--- config.mk ---
export PLATFORM = sky130hd
export DESIGN_NAME = uart_alu_ctrl_flat
export DESIGN_NICKNAME = d
export VERILOG_FILES = /design/src/rtl/uart_alu_ctrl_pkg.sv /design/src/rtl/uart_alu_ctrl_if.sv /design/src/rtl/uart_alu_ctrl_frame_timer.sv /design/src/rtl/uart_alu_ctrl.sv /design/src/flat_wrapper.sv
export SDC_FILE = /design/constraint.sdc
export NUM_CORES = 1
export LEC_CHECK = 0
export ABC_AREA = 1
export CORE_MARGIN = 3
export CORE_UTILIZATION = 40
export CTS_BUF_LIST = sky130_fd_sc_hd__clkbuf_4
export DETAILED_ROUTE_END_ITERATION = 7
export GPL_TIMING_DRIVEN = 0
export PLACE_DENSITY_LB_ADDON = 0.25
export RECOVER_POWER = 25
export SYNTH_ARGS = -nofsm -noshare
export SYNTH_HDL_FRONTEND = slang
export SYNTH_HIERARCHICAL = 1
export SYNTH_SLANG_ARGS = --single-unit
--- constraint.sdc ---
create_clock -name clk -period 1.65 [get_ports clk]
set_clock_uncertainty 0.15 [all_clocks]
set_input_delay 0.165 -clock clk [delete_from_list [all_inputs] [get_ports clk]]
set_output_delay 0.165 -clock clk [all_outputs]
set_load 0.03 [all_outputs]
--- src/rtl/uart_alu_ctrl_pkg.sv ---
// Shared types for the UART/ALU frame sequencer: FSM state encoding, the
// accepted opcode constants and the opcode-valid check.
package uart_alu_pkg;

  typedef enum logic [2:0] {
    WAIT_A  = 3'd0,
    WAIT_B  = 3'd1,
    WAIT_OP = 3'd2,
    COMPUTE = 3'd3,
    SEND    = 3'd4,
    WAIT_TX = 3'd5
  } state_t;

  localparam logic [5:0] OP_ADD = 6'b100000;
  localparam logic [5:0] OP_SUB = 6'b100010;
  localparam logic [5:0] OP_AND = 6'b100100;
  localparam logic [5:0] OP_OR  = 6'b100101;
  localparam logic [5:0] OP_XOR = 6'b100110;
  localparam logic [5:0] OP_NOR = 6'b100111;
  localparam logic [5:0] OP_SRA = 6'b000011;
  localparam logic [5:0] OP_SRL = 6'b000010;

  function automatic logic op_valid(input logic [5:0] op);
    case (op)
      OP_ADD, OP_SUB, OP_AND, OP_OR, OP_XOR, OP_NOR, OP_SRA, OP_SRL: return 1'b1;
      default: return 1'b0;
    endcase
  endfunction

endpackage

--- src/rtl/uart_alu_ctrl_if.sv ---
// Bundle of UART, ALU and status signals around the frame sequencer.
// master = sequencer side, slave = UART/ALU/environment side.
interface uart_alu_ctrl_if #(
  parameter int N_BITS = 8,
  parameter int N_OP   = 6
);
  import uart_alu_pkg::*;

  // Handshake: rx_done, tx_done, tx_start, op_err and rx_drop are single-cycle
  // pulses sampled on the rising clk edge; rx_data is valid only with rx_done,
  // tx_data is held from tx_start until the matching tx_done.
  logic [N_BITS-1:0] rx_data;
  logic              rx_done;
  logic              tx_done;
  logic [N_BITS-1:0] alu_result;
  logic [N_BITS-1:0] alu_a;
  logic [N_BITS-1:0] alu_b;
  logic [N_OP-1:0]   alu_op;
  logic [N_BITS-1:0] tx_data;
  logic              tx_start;
  logic              busy;
  logic              op_err;
  logic              rx_drop;
  state_t            dbg_state;

  modport master (
    input  rx_data, rx_done, tx_done, alu_result,
    output alu_a, alu_b, alu_op, tx_data, tx_start, busy, op_err, rx_drop, dbg_state
  );

  modport slave (
    output rx_data, rx_done, tx_done, alu_result,
    input  alu_a, alu_b, alu_op, tx_data, tx_start, busy, op_err, rx_drop, dbg_state
  );

endinterface

--- src/rtl/uart_alu_ctrl_frame_timer.sv ---
// Inter-byte timeout counter: counts while enabled, restarts on clear, and
// flags expiry after CYCLES-1 counts unless a clear arrives in the same cycle.
module frame_timer #(
  parameter int CYCLES = 500000
) (
  input  logic clk,
  input  logic rst,
  input  logic clear_i,
  input  logic en_i,
  output logic expired_o
);

  localparam int W = (CYCLES > 2) ? $clog2(CYCLES) : 1;
  localparam logic [W-1:0] LIMIT = W'(CYCLES - 1);

  logic [W-1:0] cnt_q, cnt_d;

  assign expired_o = en_i && !clear_i && (cnt_q == LIMIT);

  always_comb begin
    cnt_d = cnt_q + W'(1);
    if (clear_i || !en_i || expired_o) cnt_d = '0;
  end

  always_ff @(posedge clk or posedge rst) begin
    if (rst) cnt_q <= '0;
    else     cnt_q <= cnt_d;
  end

endmodule

--- src/rtl/uart_alu_ctrl.sv ---
// Frame sequencer between UART and combinational ALU: collects A, B, opcode,
// launches one transmission of the result. Optional timeout: UART_ALU_TIMEOUT_EN.
module uart_alu_ctrl
  import uart_alu_pkg::*;
#(
  parameter int N_BITS         = 8,
  parameter int N_OP           = 6,
  parameter int TIMEOUT_CYCLES = 500000
) (
  input logic             clk,
  input logic             reset,
  uart_alu_ctrl_if.master bus
);

  state_t            state_q, state_d;
  logic [N_BITS-1:0] alu_a_q, alu_a_d;
  logic [N_BITS-1:0] alu_b_q, alu_b_d;
  logic [N_OP-1:0]   alu_op_q, alu_op_d;
  logic [N_BITS-1:0] tx_data_q, tx_data_d;
  logic              tx_start_q, tx_start_d;
  logic              op_err_q, op_err_d;
  logic              rx_drop_q, rx_drop_d;
  logic              expired;
  logic              op_ok;

`ifdef UART_ALU_TIMEOUT_EN
  frame_timer #(.CYCLES(TIMEOUT_CYCLES)) u_frame_timer (
    .clk       (clk),
    .rst       (reset),
    .clear_i   (bus.rx_done),
    .en_i      ((state_q == WAIT_B) || (state_q == WAIT_OP)),
    .expired_o (expired)
  );
`else
  logic unused_timeout;
  assign unused_timeout = ^TIMEOUT_CYCLES;
  assign expired        = 1'b0;
`endif

  assign op_ok = op_valid(bus.rx_data[N_OP-1:0]) && (bus.rx_data[N_BITS-1:N_OP] == '0);

  always_comb begin
    state_d    = state_q;
    alu_a_d    = alu_a_q;
    alu_b_d    = alu_b_q;
    alu_op_d   = alu_op_q;
    tx_data_d  = tx_data_q;
    tx_start_d = 1'b0;
    op_err_d   = 1'b0;
    rx_drop_d  = 1'b0;
    case (state_q)
      WAIT_A: if (bus.rx_done) begin
        alu_a_d = bus.rx_data;
        state_d = WAIT_B;
      end
      WAIT_B: if (bus.rx_done) begin
        alu_b_d = bus.rx_data;
        state_d = WAIT_OP;
      end else if (expired) begin
        op_err_d = 1'b1;
        state_d  = WAIT_A;
      end
      WAIT_OP: if (bus.rx_done) begin
        if (op_ok) begin
          alu_op_d = bus.rx_data[N_OP-1:0];
          state_d  = COMPUTE;
        end else begin
          op_err_d = 1'b1;
          state_d  = WAIT_A;
        end
      end else if (expired) begin
        op_err_d = 1'b1;
        state_d  = WAIT_A;
      end
      // tx_start is registered, so it is raised on entry to SEND.
      COMPUTE: begin
        tx_data_d  = bus.alu_result;
        tx_start_d = 1'b1;
        rx_drop_d  = bus.rx_done;
        state_d    = SEND;
      end
      SEND: begin
        rx_drop_d = bus.rx_done;
        state_d   = WAIT_TX;
      end
      WAIT_TX: begin
        rx_drop_d = bus.rx_done;
        if (bus.tx_done) state_d = WAIT_A;
      end
      default: state_d = WAIT_A;
    endcase
  end

  always_ff @(posedge clk or posedge reset) begin
    if (reset) begin
      state_q    <= WAIT_A;
      alu_a_q    <= '0;
      alu_b_q    <= '0;
      alu_op_q   <= '0;
      tx_data_q  <= '0;
      tx_start_q <= 1'b0;
      op_err_q   <= 1'b0;
      rx_drop_q  <= 1'b0;
    end else begin
      state_q    <= state_d;
      alu_a_q    <= alu_a_d;
      alu_b_q    <= alu_b_d;
      alu_op_q   <= alu_op_d;
      tx_data_q  <= tx_data_d;
      tx_start_q <= tx_start_d;
      op_err_q   <= op_err_d;
      rx_drop_q  <= rx_drop_d;
    end
  end

  assign bus.alu_a     = alu_a_q;
  assign bus.alu_b     = alu_b_q;
  assign bus.alu_op    = alu_op_q;
  assign bus.tx_data   = tx_data_q;
  assign bus.tx_start  = tx_start_q;
  assign bus.op_err    = op_err_q;
  assign bus.rx_drop   = rx_drop_q;
  assign bus.busy      = (state_q != WAIT_A);
  assign bus.dbg_state = state_q;

endmodule

--- src/flat_wrapper.sv ---
// flat-port wrapper written by rule: the top's interface ports become plain ports
module uart_alu_ctrl_flat import uart_alu_pkg::*;
#(
  parameter int N_BITS         = 8,
  parameter int N_OP           = 6,
  parameter int TIMEOUT_CYCLES = 500000
)
  (clk, reset, bus_rx_data, bus_rx_done, bus_tx_done, bus_alu_result, bus_alu_a, bus_alu_b, bus_alu_op, bus_tx_data, bus_tx_start, bus_busy, bus_op_err, bus_rx_drop, bus_dbg_state);
  uart_alu_ctrl_if #(.N_BITS(N_BITS), .N_OP(N_OP)) bus_i ();
  input logic clk;
  input logic reset;
  input wire logic [$bits(bus_i.rx_data)-1:0] bus_rx_data;
  input wire logic [$bits(bus_i.rx_done)-1:0] bus_rx_done;
  input wire logic [$bits(bus_i.tx_done)-1:0] bus_tx_done;
  input wire logic [$bits(bus_i.alu_result)-1:0] bus_alu_result;
  output wire logic [$bits(bus_i.alu_a)-1:0] bus_alu_a;
  output wire logic [$bits(bus_i.alu_b)-1:0] bus_alu_b;
  output wire logic [$bits(bus_i.alu_op)-1:0] bus_alu_op;
  output wire logic [$bits(bus_i.tx_data)-1:0] bus_tx_data;
  output wire logic [$bits(bus_i.tx_start)-1:0] bus_tx_start;
  output wire logic [$bits(bus_i.busy)-1:0] bus_busy;
  output wire logic [$bits(bus_i.op_err)-1:0] bus_op_err;
  output wire logic [$bits(bus_i.rx_drop)-1:0] bus_rx_drop;
  output wire logic [$bits(bus_i.dbg_state)-1:0] bus_dbg_state;
  assign bus_i.rx_data = bus_rx_data;
  assign bus_i.rx_done = bus_rx_done;
  assign bus_i.tx_done = bus_tx_done;
  assign bus_i.alu_result = bus_alu_result;
  assign bus_alu_a = bus_i.alu_a;
  assign bus_alu_b = bus_i.alu_b;
  assign bus_alu_op = bus_i.alu_op;
  assign bus_tx_data = bus_i.tx_data;
  assign bus_tx_start = bus_i.tx_start;
  assign bus_busy = bus_i.busy;
  assign bus_op_err = bus_i.op_err;
  assign bus_rx_drop = bus_i.rx_drop;
  assign bus_dbg_state = bus_i.dbg_state;
  uart_alu_ctrl #(.N_BITS(N_BITS), .N_OP(N_OP), .TIMEOUT_CYCLES(TIMEOUT_CYCLES)) u_core (.clk(clk), .reset(reset), .bus(bus_i));
endmodule
==> flow_summary.yaml <==
die:
  pin_count: 57
  fp.dieW_um: 69.2
  core_area_mm2: 0.00374
  initial_core_util_pct: 42.7
  dieArea_mm2: 0.00479
  rows: 22
  die_y_um: 69.2
synth:
  ys_seq_elements: 36
  synthXorXnorAreaFrac_pct: 0
  yosys.area_share.simple_pct: 26.0
  synthAdderAreaFrac_pct: 0
  synth.distinct_cells: 22
  syn_inst: 170
  synth_area_per_cell_um2: 9.41
  syn-cell-area_mm2: 0.00160
  ys_warn_count: 6
  synth_compound_area_share_pct: 9.47
  synth_top_family_by_area: "simple AND/OR/NAND/NOR gates"
  syn-num-nets: 190
  synth_mux_area_share_pct: 0
  ys_seq_area_share_pct: 56.3
placement:
  portBuffers: 56
  place.gp.congestion: 0.775
  hpwl_um: 2500
min_path:
  hp-class: "in -> reg"
  min_path_cells: 3
  worstHoldStart: "bus_alu_result[2]"
  hold_path_end: "u_core/bus.tx_data[2]"
sta:
  fmax_mhz: 630
  hold-worst-slack_ns: 0.212
  fin_crit_ns: 1.59
  setup_viol: 0
  finalMaxSlewViolations: 0
  period_share_pct: 96.2
  rsz0062_at_grt: "yes"
  hold_viol_final: 0
  tightest_slew_ns: 0.739
  slew_headroom_pct: 50.7
power_and_ir_drop:
  cellLeakagePower_uw: 0.00122
  fin_total_pwr_uw: 4050
  powerDensity_mw_per_mm2: 1780
  ir_drop_v: 0.000972
global_routing:
  grt_pass1_wl_um: 5850
  grt_max_degree: 37
  grt_pass1_vias: 1252
  grt_usage_pct: 15.3
  antenna_found_initial: 0
  gr-total-overflow: 0
critical_path:
  rrSetupSlack_ns: 0.20
  slowest_delay_ns: 0.46
  critical_path.startpoint_type: "flip-flop"
  cp_max_fo: 5
  slowest_stage: "dfrtp_2"
  r2r-end: "u_core/bus.alu_b[4]"
  r2r.worst_path.cells: 5
  worstSetupPathType: "reg -> out"
  worstPathCellList: "buf_4, clkdlybuf4s15_1"
  rr_startpoint: "u_core/bus.dbg_state[1]"
  worstPathArrival_ns: 1.27
  endpoint_kind: "output port"
  required_ns: 1.33
final_layout:
  area_growth_pct: 42.3
  mostFrequentLayoutCells: "61 x nand2_1, 34 x dlygate4sd2_1, 34 x dfrtp_1, 21 x inv_1, 18 x clkdlybuf4s50_1"
  diodes: 0
  final_common_cell: "nand2_1"
  layout-drive-gt1-share_pct: 18.4
  final_nets: 258
routing:
  vias_per_cell: 4.56
  vias: 1309
  route.detailed.drc: 0
  wirelength_um: 3450
  drtIter0Drc: 59
  ant_nets: 0
  first_pass_iters: 4
  wire_per_inst_um: 12.0
clock_tree:
  cts-htree-levels: 2
  cts_buffers: 5
  clk_latency_ns: 0.33
  clock_sinks: 36
  cts_tree: "done"
  root_buffer: "clkbuf_4"
  clk_pin_slew_ns: 0.10
  clock_path_buffers: 2
  cts_hold_buf: 0
job:
  cap_violations: 0
outcome:
  status: "finished, final reports clean"
[worst max-delay path by stage]
stage	slack (ns)	startpoint	endpoint
floorplan	0.18	u_core/bus.dbg_state[0]	u_core/bus.alu_a[0]
CTS	-0.13	u_core/bus.dbg_state[1]	bus_busy
global route	-0.02	u_core/bus.dbg_state[1]	bus_busy
global placement	-0.27	reset	u_core/bus.alu_op[3]
detailed placement	-0.27	reset	u_core/bus.alu_op[3]
finish	0.06	u_core/bus.dbg_state[0]	bus_dbg_state[0]
[layout make-up]
type	count	area [µm²]
buffer	3	30.0
clock buffer	7	52.6
clock inverter	1	3.75
fill	351	1470
inverter	27	110
multi-input combinational	104	567
sequential	36	903
tap	48	60.1
timing repair buffer	61	548
[Yosys cell counts]
library cell | number | area share, %
a21boi_0 | 1 | 0.47
a21oi_1 | 2 | 0.63
buf_12 | 1 | 1.3
buf_2 | 2 | 0.63
dfrtp_1 | 36 | 56
inv_1 | 22 | 5.2
inv_2 | 5 | 1.2
nand2_1 | 61 | 14
nand2_2 | 2 | 0.78
nand2_4 | 2 | 1.4
nand3_1 | 4 | 1.3
nand3_2 | 1 | 0.63
nand3_4 | 1 | 1.1
nand4_1 | 4 | 1.6
nand4_4 | 1 | 1.3
nor2_1 | 4 | 0.94
nor2_4 | 2 | 1.4
nor2_8 | 1 | 1.3
o211ai_1 | 1 | 0.47
o21ai_0 | 8 | 2.5
o21ai_2 | 8 | 4.4
o21ai_4 | 1 | 1.0
[routing by layer]
layer  up-vias  GRT usage, %  part of all wire, %
li1        664             -                    -
met1       589          19.6                   46
met2        49          24.2                   45
met3         7          5.94                  7.0
met4         0          4.56                  1.7
met5         -             0                    0
[per-stage QoR]
stage                     cell area [µm²]  setup TNS (ns)  setup WS (ns)  instances  utilization (%)
after floorplan                      1600               0          0.181        170                -
after global placement               2220           -9.74         -0.269        274             59.3
after detailed placement             2220           -9.74         -0.268        274             59.3
after CTS                            2240          -0.127         -0.127        282             59.8
after global routing                 2270         -0.0188        -0.0188        287             60.8
final                                2270               0         0.0623        287             60.8
[state kept, by name, summed over array words and instances, names as in the netlist]
| signal | count |
|---|---|
| u_core/bus.alu_a | 8 |
| u_core/bus.alu_b | 8 |
| u_core/bus.tx_data | 8 |
| u_core/bus.alu_op | 6 |
| u_core/bus.dbg_state | 3 |
| u_core/bus.op_err | 1 |
| u_core/bus.rx_drop | 1 |
| u_core/bus.tx_start | 1 |
[where the power goes]
| part | total (µW) | leakage [µW] | internal, µW | switching [µW] |
|---|---|---|---|---|
| clock | 473 | 0.0000338 | 197 | 276 |
| combinational | 2150 | 0.000743 | 751 | 1400 |
| sequential | 1430 | 0.000439 | 1230 | 199 |
[worst max-delay path: cells and delay by family (launching register included)]
family | cells | cell delay [ns]
buffers and inverters | 2 | 0.48
DFF | 1 | 0.46
[what timing repair did]
| item | CTS | global route |
|---|---|---|
| resized for setup | 41 | 10 |
| buffers inserted | 0 | 5 |
| endpoints found under the setup margin | 37 | 2 |
| endpoints found under the hold margin | 0 | 0 |
[cell families after synthesis]
logic type | after synthesis
compound gates | 21
buf+inv | 30
flops | 36
simple gates | 83
Power figures use the tool's default switching activity.
